### src/rtl/demux_bank_scheduler_if.sv
// Bundle of the coefficient input handshake, bank backpressure and demux/bank
// write outputs of demux_bank_scheduler. The scheduler takes the slave side.
//
// Handshake: a word moves when in_valid & in_ready are both high on a rising
// clk edge. in_ready may fall at any time (bank stall, abort, not running),
// and in_valid has no effect while in_ready is low.
interface demux_bank_scheduler_if #(
    parameter int N     = 9,
    parameter int S     = 3,
    parameter int DEPTH = 4
) ();
    localparam int SEL_W  = (S > 1) ? $clog2(S) : 1;
    localparam int ADDR_W = (DEPTH > 1) ? $clog2(DEPTH) : 1;

    logic              start;
    logic              abort;
    logic              in_valid;
    logic [N-1:0]      in_data;
    logic              in_ready;
    logic [S-1:0]      bank_ready;
    logic [N-1:0]      dout;
    logic [SEL_W-1:0]  sel;
    logic [S-1:0]      bank_we;
    logic [ADDR_W-1:0] bank_addr;
    logic              busy;
    logic              done;

    modport master (
        output start, abort, in_valid, in_data, bank_ready,
        input  in_ready, dout, sel, bank_we, bank_addr, busy, done
    );

    modport slave (
        input  start, abort, in_valid, in_data, bank_ready,
        output in_ready, dout, sel, bank_we, bank_addr, busy, done
    );
endinterface

### src/rtl/demux_bank_scheduler.sv
// Distributes a frame of S*DEPTH coefficients round-robin over S banks:
// word k goes to bank k mod S at address k div S. A stalled bank blocks the
// whole stream so ordering is never disturbed. done pulses with the final
// write so the NTT controller can move on.
module demux_bank_scheduler #(
    parameter int N     = 9,
    parameter int S     = 3,
    parameter int DEPTH = 4
) (
    input  logic                 clk,
    input  logic                 rst_n,
    demux_bank_scheduler_if.slave bus,
    output logic [1:0]           state_dbg
);
    localparam int SEL_W  = (S > 1) ? $clog2(S) : 1;
    localparam int ADDR_W = (DEPTH > 1) ? $clog2(DEPTH) : 1;
    localparam logic [SEL_W-1:0]  BANK_LAST = SEL_W'(S - 1);
    localparam logic [ADDR_W-1:0] ADDR_LAST = ADDR_W'(DEPTH - 1);

    typedef enum logic [1:0] {
        IDLE = 2'd0,
        RUN  = 2'd1,
        DONE = 2'd2
    } state_t;

    state_t            state;
    state_t            state_nxt;
    logic [SEL_W-1:0]  bank_ptr;
    logic [ADDR_W-1:0] addr_ptr;
    logic              accept;
    logic              last_word;

    // in_ready never looks at in_valid, so there is no valid->ready loop.
    assign bus.in_ready = (state == RUN) & bus.bank_ready[bank_ptr] & ~bus.abort;
    assign accept       = bus.in_valid & bus.in_ready;
    assign last_word    = accept & (bank_ptr == BANK_LAST) & (addr_ptr == ADDR_LAST);
    assign bus.busy     = (state != IDLE);
    assign state_dbg    = state;

    // State register.
    always_ff @(posedge clk or negedge rst_n) begin
        if (!rst_n) state <= IDLE;
        else        state <= state_nxt;
    end

    // Next-state logic; abort wins over start and over the final accept.
    always_comb begin
        state_nxt = state;
        case (state)
            IDLE:    if (bus.start) state_nxt = RUN;
            RUN:     if (last_word) state_nxt = DONE;
            DONE:    state_nxt = IDLE;
            default: state_nxt = IDLE;
        endcase
        if (bus.abort) state_nxt = IDLE;
    end

    // Bank/address pointers: cleared on start, bank advances per accepted
    // word with an explicit wrap so S need not be a power of two.
    always_ff @(posedge clk or negedge rst_n) begin
        if (!rst_n) begin
            bank_ptr <= '0;
            addr_ptr <= '0;
        end else if ((state == IDLE) && bus.start && !bus.abort) begin
            bank_ptr <= '0;
            addr_ptr <= '0;
        end else if (accept) begin
            if (bank_ptr == BANK_LAST) begin
                bank_ptr <= '0;
                addr_ptr <= addr_ptr + ADDR_W'(1);
            end else begin
                bank_ptr <= bank_ptr + SEL_W'(1);
            end
        end
    end

    // Registered demux/bank outputs; data, select and address hold between
    // writes, strobes are single-cycle.
    always_ff @(posedge clk or negedge rst_n) begin
        if (!rst_n) begin
            bus.dout      <= '0;
            bus.sel       <= '0;
            bus.bank_addr <= '0;
            bus.bank_we   <= '0;
            bus.done      <= 1'b0;
        end else begin
            bus.done <= last_word;
            if (accept) begin
                bus.dout      <= bus.in_data;
                bus.sel       <= bank_ptr;
                bus.bank_addr <= addr_ptr;
                bus.bank_we   <= S'(1) << bank_ptr;
            end else begin
                bus.bank_we   <= '0;
            end
        end
    end
endmodule

### src/flat_wrapper.sv
// flat-port wrapper written by rule: the top's interface ports become plain ports
module demux_bank_scheduler_flat 
#(
    parameter int N     = 9,
    parameter int S     = 3,
    parameter int DEPTH = 4
)
  (clk, rst_n, state_dbg, bus_start, bus_abort, bus_in_valid, bus_in_data, bus_bank_ready, bus_in_ready, bus_dout, bus_sel, bus_bank_we, bus_bank_addr, bus_busy, bus_done);
  demux_bank_scheduler_if #(.N(N), .S(S), .DEPTH(DEPTH)) bus_i ();
  input  logic clk;
  input  logic rst_n;
  output logic [1:0] state_dbg;
  input wire logic [$bits(bus_i.start)-1:0] bus_start;
  input wire logic [$bits(bus_i.abort)-1:0] bus_abort;
  input wire logic [$bits(bus_i.in_valid)-1:0] bus_in_valid;
  input wire logic [$bits(bus_i.in_data)-1:0] bus_in_data;
  input wire logic [$bits(bus_i.bank_ready)-1:0] bus_bank_ready;
  output wire logic [$bits(bus_i.in_ready)-1:0] bus_in_ready;
  output wire logic [$bits(bus_i.dout)-1:0] bus_dout;
  output wire logic [$bits(bus_i.sel)-1:0] bus_sel;
  output wire logic [$bits(bus_i.bank_we)-1:0] bus_bank_we;
  output wire logic [$bits(bus_i.bank_addr)-1:0] bus_bank_addr;
  output wire logic [$bits(bus_i.busy)-1:0] bus_busy;
  output wire logic [$bits(bus_i.done)-1:0] bus_done;
  assign bus_i.start = bus_start;
  assign bus_i.abort = bus_abort;
  assign bus_i.in_valid = bus_in_valid;
  assign bus_i.in_data = bus_in_data;
  assign bus_i.bank_ready = bus_bank_ready;
  assign bus_in_ready = bus_i.in_ready;
  assign bus_dout = bus_i.dout;
  assign bus_sel = bus_i.sel;
  assign bus_bank_we = bus_i.bank_we;
  assign bus_bank_addr = bus_i.bank_addr;
  assign bus_busy = bus_i.busy;
  assign bus_done = bus_i.done;
  demux_bank_scheduler #(.N(N), .S(S), .DEPTH(DEPTH)) u_core (.clk(clk), .rst_n(rst_n), .bus(bus_i), .state_dbg(state_dbg));
endmodule
### config.mk
export PLATFORM = sky130hd
export DESIGN_NAME = demux_bank_scheduler_flat
export DESIGN_NICKNAME = d
export VERILOG_FILES = /design/src/rtl/demux_bank_scheduler_if.sv /design/src/rtl/demux_bank_scheduler.sv /design/src/flat_wrapper.sv
export SDC_FILE = /design/constraint.sdc
export NUM_CORES = 1
export LEC_CHECK = 0
export BUFFER_PORTS_ARGS = -buffer_cell sky130_fd_sc_hd__buf_4
export CAP_MARGIN = 20
export CORE_MARGIN = 2
export CORE_UTILIZATION = 45
export CTS_CLUSTER_SIZE = 30
export DETAILED_ROUTE_END_ITERATION = 12
export PLACE_DENSITY = 0.79
export SETUP_SLACK_MARGIN = 0.4
export SYNTH_ARGS = -nofsm -noshare
export SYNTH_HDL_FRONTEND = slang
export SYNTH_SLANG_ARGS = --single-unit
### constraint.sdc
create_clock -name clk -period 1.89 [get_ports clk]
set_input_delay 0.378 -clock clk [delete_from_list [all_inputs] [get_ports clk]]
set_output_delay 0.378 -clock clk [all_outputs]
set_load 0.1 [all_outputs]
---- Word-level counts from Yosys, hierarchy flattened ----
Index checks and enable logic that the tools add are counted.
Widths: inputs -> output; s select.
cells by class
  add/subtract/negate cells ............... 2
  multiplexer cells ....................... 13
  equality and inequality tests ........... 5
  reduce and logical (&&, ||, !) cells .... 9
  $lt $le $gt $ge ......................... 1
  bitwise logic cells ..................... 6
  shifts and indexed selects .............. 1
operators with widths
  kind                 number
  $mux 2               9
  $reduce_bool 2->1    3
  $and 1x1->1          5
  $add 2x1->2 const B  2
  $eq 2x2->1 const B   2
  $pmux 2 s2           1
  $reduce_and 2->1     2
  $lt 2x3->1 const B   1
  $mux 3               1
  $ne 3x2->1 const B   1
  $ne 3x3->1 const B   1
  $shl 1x2->3 const A  1
  $bmux 1 s2           1
  $eq 2x1->1 const B   1
  $logic_and 1x1->1    2
  $logic_not 2->1      1
  $logic_not 1->1      1
  $mux 1               1
  $not 1->1            1
word-level totals
  register bits ........................... 23
  bits of input ports ..................... 17
  output and inout bits ................... 21
  word-level logic and storage cells ...... 45

---- Longest topological paths before layout ----
  word-level depth ........................ 10
  depth in mapped cells ................... 6
  mapped depth without buffers ............ 4

---- Worst setup path after synthesis ----
No wires, ideal clock.
  path kind ............................... reg-to-output
  start point ............................. register u_core.state[1], in the netlist u_core.state_dbg[1]
  end point ............................... output port bus_in_ready
  arrival ................................. 2.437 ns
  path slack .............................. -0.925 ns
  required time ........................... 1.512 ns
  stages on the path, launching flop included .. 4
  buffers on the path ..................... 0
  cell sequence ........................... dfrtp_1 nor2_1 nand2_1 nor2_1
on the way
  longest elaborated chain between the ends .. 3
RTL lines
  item                      line                        RTL
  from (decl)               demux_bank_scheduler.sv:26  state_t state;
  from (signal assigned)    demux_bank_scheduler.sv:43  else state <= state_nxt;
  $eq 2x1->1                demux_bank_scheduler.sv:34  assign bus.in_ready = (state == RUN) & bus.bank_ready[bank_ptr] & ~bus.abort;
  $and 1x1->1 (2 in a row)  demux_bank_scheduler.sv:34
  to (decl)                 flat_wrapper.sv:18          output wire logic [$bits(bus_i.in_ready)-1:0] bus_in_ready;
No other way between the ends.

---- Final worst setup path ----
  start point ............................. register u_core.bank_ptr[0]
  end point ............................... output port bus_in_ready
on the way
  longest elaborated chain between the ends .. 4
RTL lines
  item                          line                        RTL
  from (decl)                   demux_bank_scheduler.sv:28  logic [SEL_W-1:0] bank_ptr;
  from (signal assigned)        demux_bank_scheduler.sv:72  bank_ptr <= bank_ptr + SEL_W'(1);
  $bmux 1 s2                    demux_bank_scheduler.sv:34
  $mux 1 (implied by the code)  demux_bank_scheduler.sv:34
  $and 1x1->1 (2 in a row)      demux_bank_scheduler.sv:34
No other way between the ends. The select of a mux whose other input is x is not followed.

==> metrics.md <==
| Metric | Value |
|---|---|
| Outcome | `finished, final reports clean` |
| Vias per cell | `5.22` |
| Share of cells above drive strength 1 | `61.7%` |
| Startpoint types | `flip-flop` |
| Crit Path Max Fanout | `3` |
| Iteration-0 DRC Markers | `31` |
| Crit path required time | `roughly 1500 ps` |
| Xor and xnor area share after synthesis | `less than 1%` |
| Fin Hold WS | `approximately 300 ps` |
| Detail Route Antenna Nets | `0` |
| Worst Tran Pin Value | `about 420 ps` |
| I/O Buffers | `37` |
| Vias in the first global route | `approximately 750` |
| F_max | `around 560 MHz` |
| Unrepaired setup endpoints after global routing | `yes` |
| Max_cap viols | `0` |
| Post-synth top flop | `dfrtp_1` |
| Count of pins over their slew limit | `0` |
| Final setup TNS | `0 ps` |
| Fin cells | `~150` |
| Antenna Cells | `0` |
| PwrDens | `1250 nW/µm²` |
| Die area | `between 2000 and 3000 µm²` |
| Total nets after synthesis | `90` |
| Slew headroom | `a little under three quarters` |
| Final #Nets | `~140` |
| Row count | `16` |
| Area growth, synth to finish | `51.9%` |
| Top-count cell post-synth | `dfrtp_1` |
| Avg Cell Area, Syn | `13.5 µm²` |
| WL/cell | `roughly 16 µm` |
| Post-synthesis mux area share | `roughly 17%` |
| CP cell instances | `nand3b_1 > o21a_2 > nor2_4 > buf_12` |
| Yosys cell types | `24` |
| Clk_lat worst skew | `around 310 ps` |
| Critical Path Max Stage Delay | `about 430 ps` |
| Post-synthesis adder-cell area fraction | `approximately 1.3%` |
| Ports | `38` |
| CP max-delay cell | `dfrtp_1` |
| Syn Inst Count | `~70` |
| Critical Path Sink Type | `output port` |
| Synth Area in Simple Gates | `12.5%` |
| Hold/Removal Path Class | `input pin to flip-flop` |
| First-pass GRT wire length | `roughly 3900 µm` |
| Routed vias | `roughly 770` |
| Worst slack at placement | `161 ps` |
| Crit path kind | `flip-flop to output port` |
| Seq/Total Area, Yosys | `between 50% and 60%` |
| Fin. Hold Viols | `0` |
| CP Data Arrival Time | `~1400 ps` |
| Top cells by count, synth | `dfrtp_1, nor2_1, mux2_4` |
| Pin count of the biggest net entering global routing | `24` |
| Number of fill cells | `~120` |
| Sw Share | `between 50% and 60%` |
| Chip Width | `slightly above 50 µm` |
| Starting Density | `48.5%` |
| NetSw | `between 0.9 and 1 mW` |
| Clock sinks | `23` |
| Residual DRC count | `0` |
| Combinational cell fraction of total power | `~54%` |
| Cell Area, Synth | `about 970 µm²` |
| YS warnings | `0` |
| Clock share of power | `between 10% and 20%` |
| Top post-synthesis cells by area | `dfrtp_1, mux2_4, mux2_2` |
| DP Cell Count | `approximately 140` |
| Final worst slack | `roughly 89 ps` |
| Internal | `~0.92 mW` |
| Register share of total power | `33.9%` |
| Fin crit period | `~1800 ps` |
| Total power | `approximately 1.8 mW` |
| Yosys top cell by area | `dfrtp_1` |
| Leak pwr | `0.740 nW` |
| Seq cells post-synth | `23` |
| Maximum vdd ir drop | `0.000959 V` |
| Initial antenna violation count | `0` |
| EDFF count, synth | `0` |
| Total Routing Usage GR | `about a fifth` |
| Die H | `50.5 µm` |
| # setup viols final | `0` |
| Synth top area share | `approximately three fifths` |
| Fin crit share | `a little over nine tenths` |
| Final HPWL DP | `1590 µm` |
| Clk slew on worst S/H paths | `around 130 ps` |
| FFs w/ async S/R, synth | `100%` |
| WL final | `between 2000 and 2500 µm` |
| Max Root-Sink Buffers | `2` |
| Clock tree from TritonCTS | `yes` |
| Core Area | `between 2000 and 2500 µm²` |
| Post-synthesis compound-gate area fraction | `5.28%` |
| Clock skew | `about 6.9 ps` |
| TritonCTS Buffers | `3` |
| Gpl congestion | `0.885` |
| GRT overflow | `0` |
| Clock H-tree levels | `1` |
| Total iterations of the first detailed-routing run | `4` |
| Main combinational cell family by area after synthesis | `multiplexers` |
| Root buffer cell | `clkbuf_4` |
worst paths after layout:
path | from | endpoint | slack [ps] | depth (start not counted)
max | u_core.bank_ptr[0] | bus_in_ready | 90 | 4
min | bus_in_data[1] | u_core.bus.dout[1] | 300 | 2
max reg2reg | u_core.bank_ptr[0] | u_core.bus.dout[6] | 150 | 6
min reg2reg | u_core.bus.dout[0] | u_core.bus.dout[0] | 520 | 1
max in group asynchronous | rst_n | u_core.state_dbg[1] | 1160 | 2
min in group asynchronous | rst_n | u_core.bus.bank_we[0] | 480 | 2
cell type report:
class	instances	area, µm²	area share [%]
sequential	23	583	39.5
multi-input combinational	46	415	28.2
timing repair buffer	46	412	27.9
tap	27	33.8	2.29
clock buffer	3	22.5	1.53
clock inverter	1	5.00	0.339
inverter	1	3.75	0.254
registers in the layout, summed over array words and instances (netlist names):
signal and count:
u_core.bus.dout 9, u_core.bus.bank_addr 2, u_core.bus.done 1, u_core.bus.bank_we 3, u_core.bus.sel 2, u_core.state_dbg 2, u_core.addr_ptr 2, u_core.bank_ptr 2
power groups by stage:
| stage | clock [mW] | combinational (mW) | sequential, mW |
|---|---|---|---|
| 2_1_floorplan | 0 | 0.159 | 1.20 |
| 3_5_place_dp | 0 | 0.933 | 0.638 |
| 6_report | 0.224 | 0.996 | 0.625 |
| 4_1_cts | 0.219 | 0.977 | 0.623 |
| 5_1_grt | 0.252 | 1.02 | 0.634 |
| 3_3_place_gp | 0 | 0.921 | 0.631 |
layer usage:
layer,vias up,track usage [%],share of wire (%)
met5,-,0,0
met4,0,4.05,2.7
met3,6,2.08,4.4
met2,32,37.1,52
li1,350,-,-
met1,379,26.4,41
repair_timing:
action,4_1_cts,5_1_grt
setup endpoints to repair,16,20
setup buffers,6,0
pin swaps,3,1
hold buffers,1,0
endpoints found under the hold margin,23,0
resized for setup,14,12
placed cells by master (no fill, tap or decap), drive strengths merged, types with 2 or more instances in the layout:
cell    count
buf        45
dfrtp      23
mux2       11
nor2        9
nand2       4
and3        3
clkbuf      3
o21ai       3
mux2i       2
nand3b      2
or2         2
per-stage QoR:
step | util, % | instance area (µm²)
final | 73.7 | 1480
after CTS | 71.7 | 1440
after floorplan | - | 1000
after global placement | 64.9 | 1300
after global routing | 73.7 | 1480
after detailed placement | 64.9 | 1300
critical path: cells and delay by family (launching register included):
kind	cells	cell delay (ps)
AND/OR/NAND/NOR	2	320
flip-flops	1	430
AO/OA/AOI/OAI	1	170
buffers and inverters	1	180
cell families after synthesis:
kind of cell,after synthesis
compound gates,8
simple gates,23
mux,13
xor+xnor,1
flops,23
fa+ha+maj,1
buf+inv,3
Power figures use the tool's default switching activity.
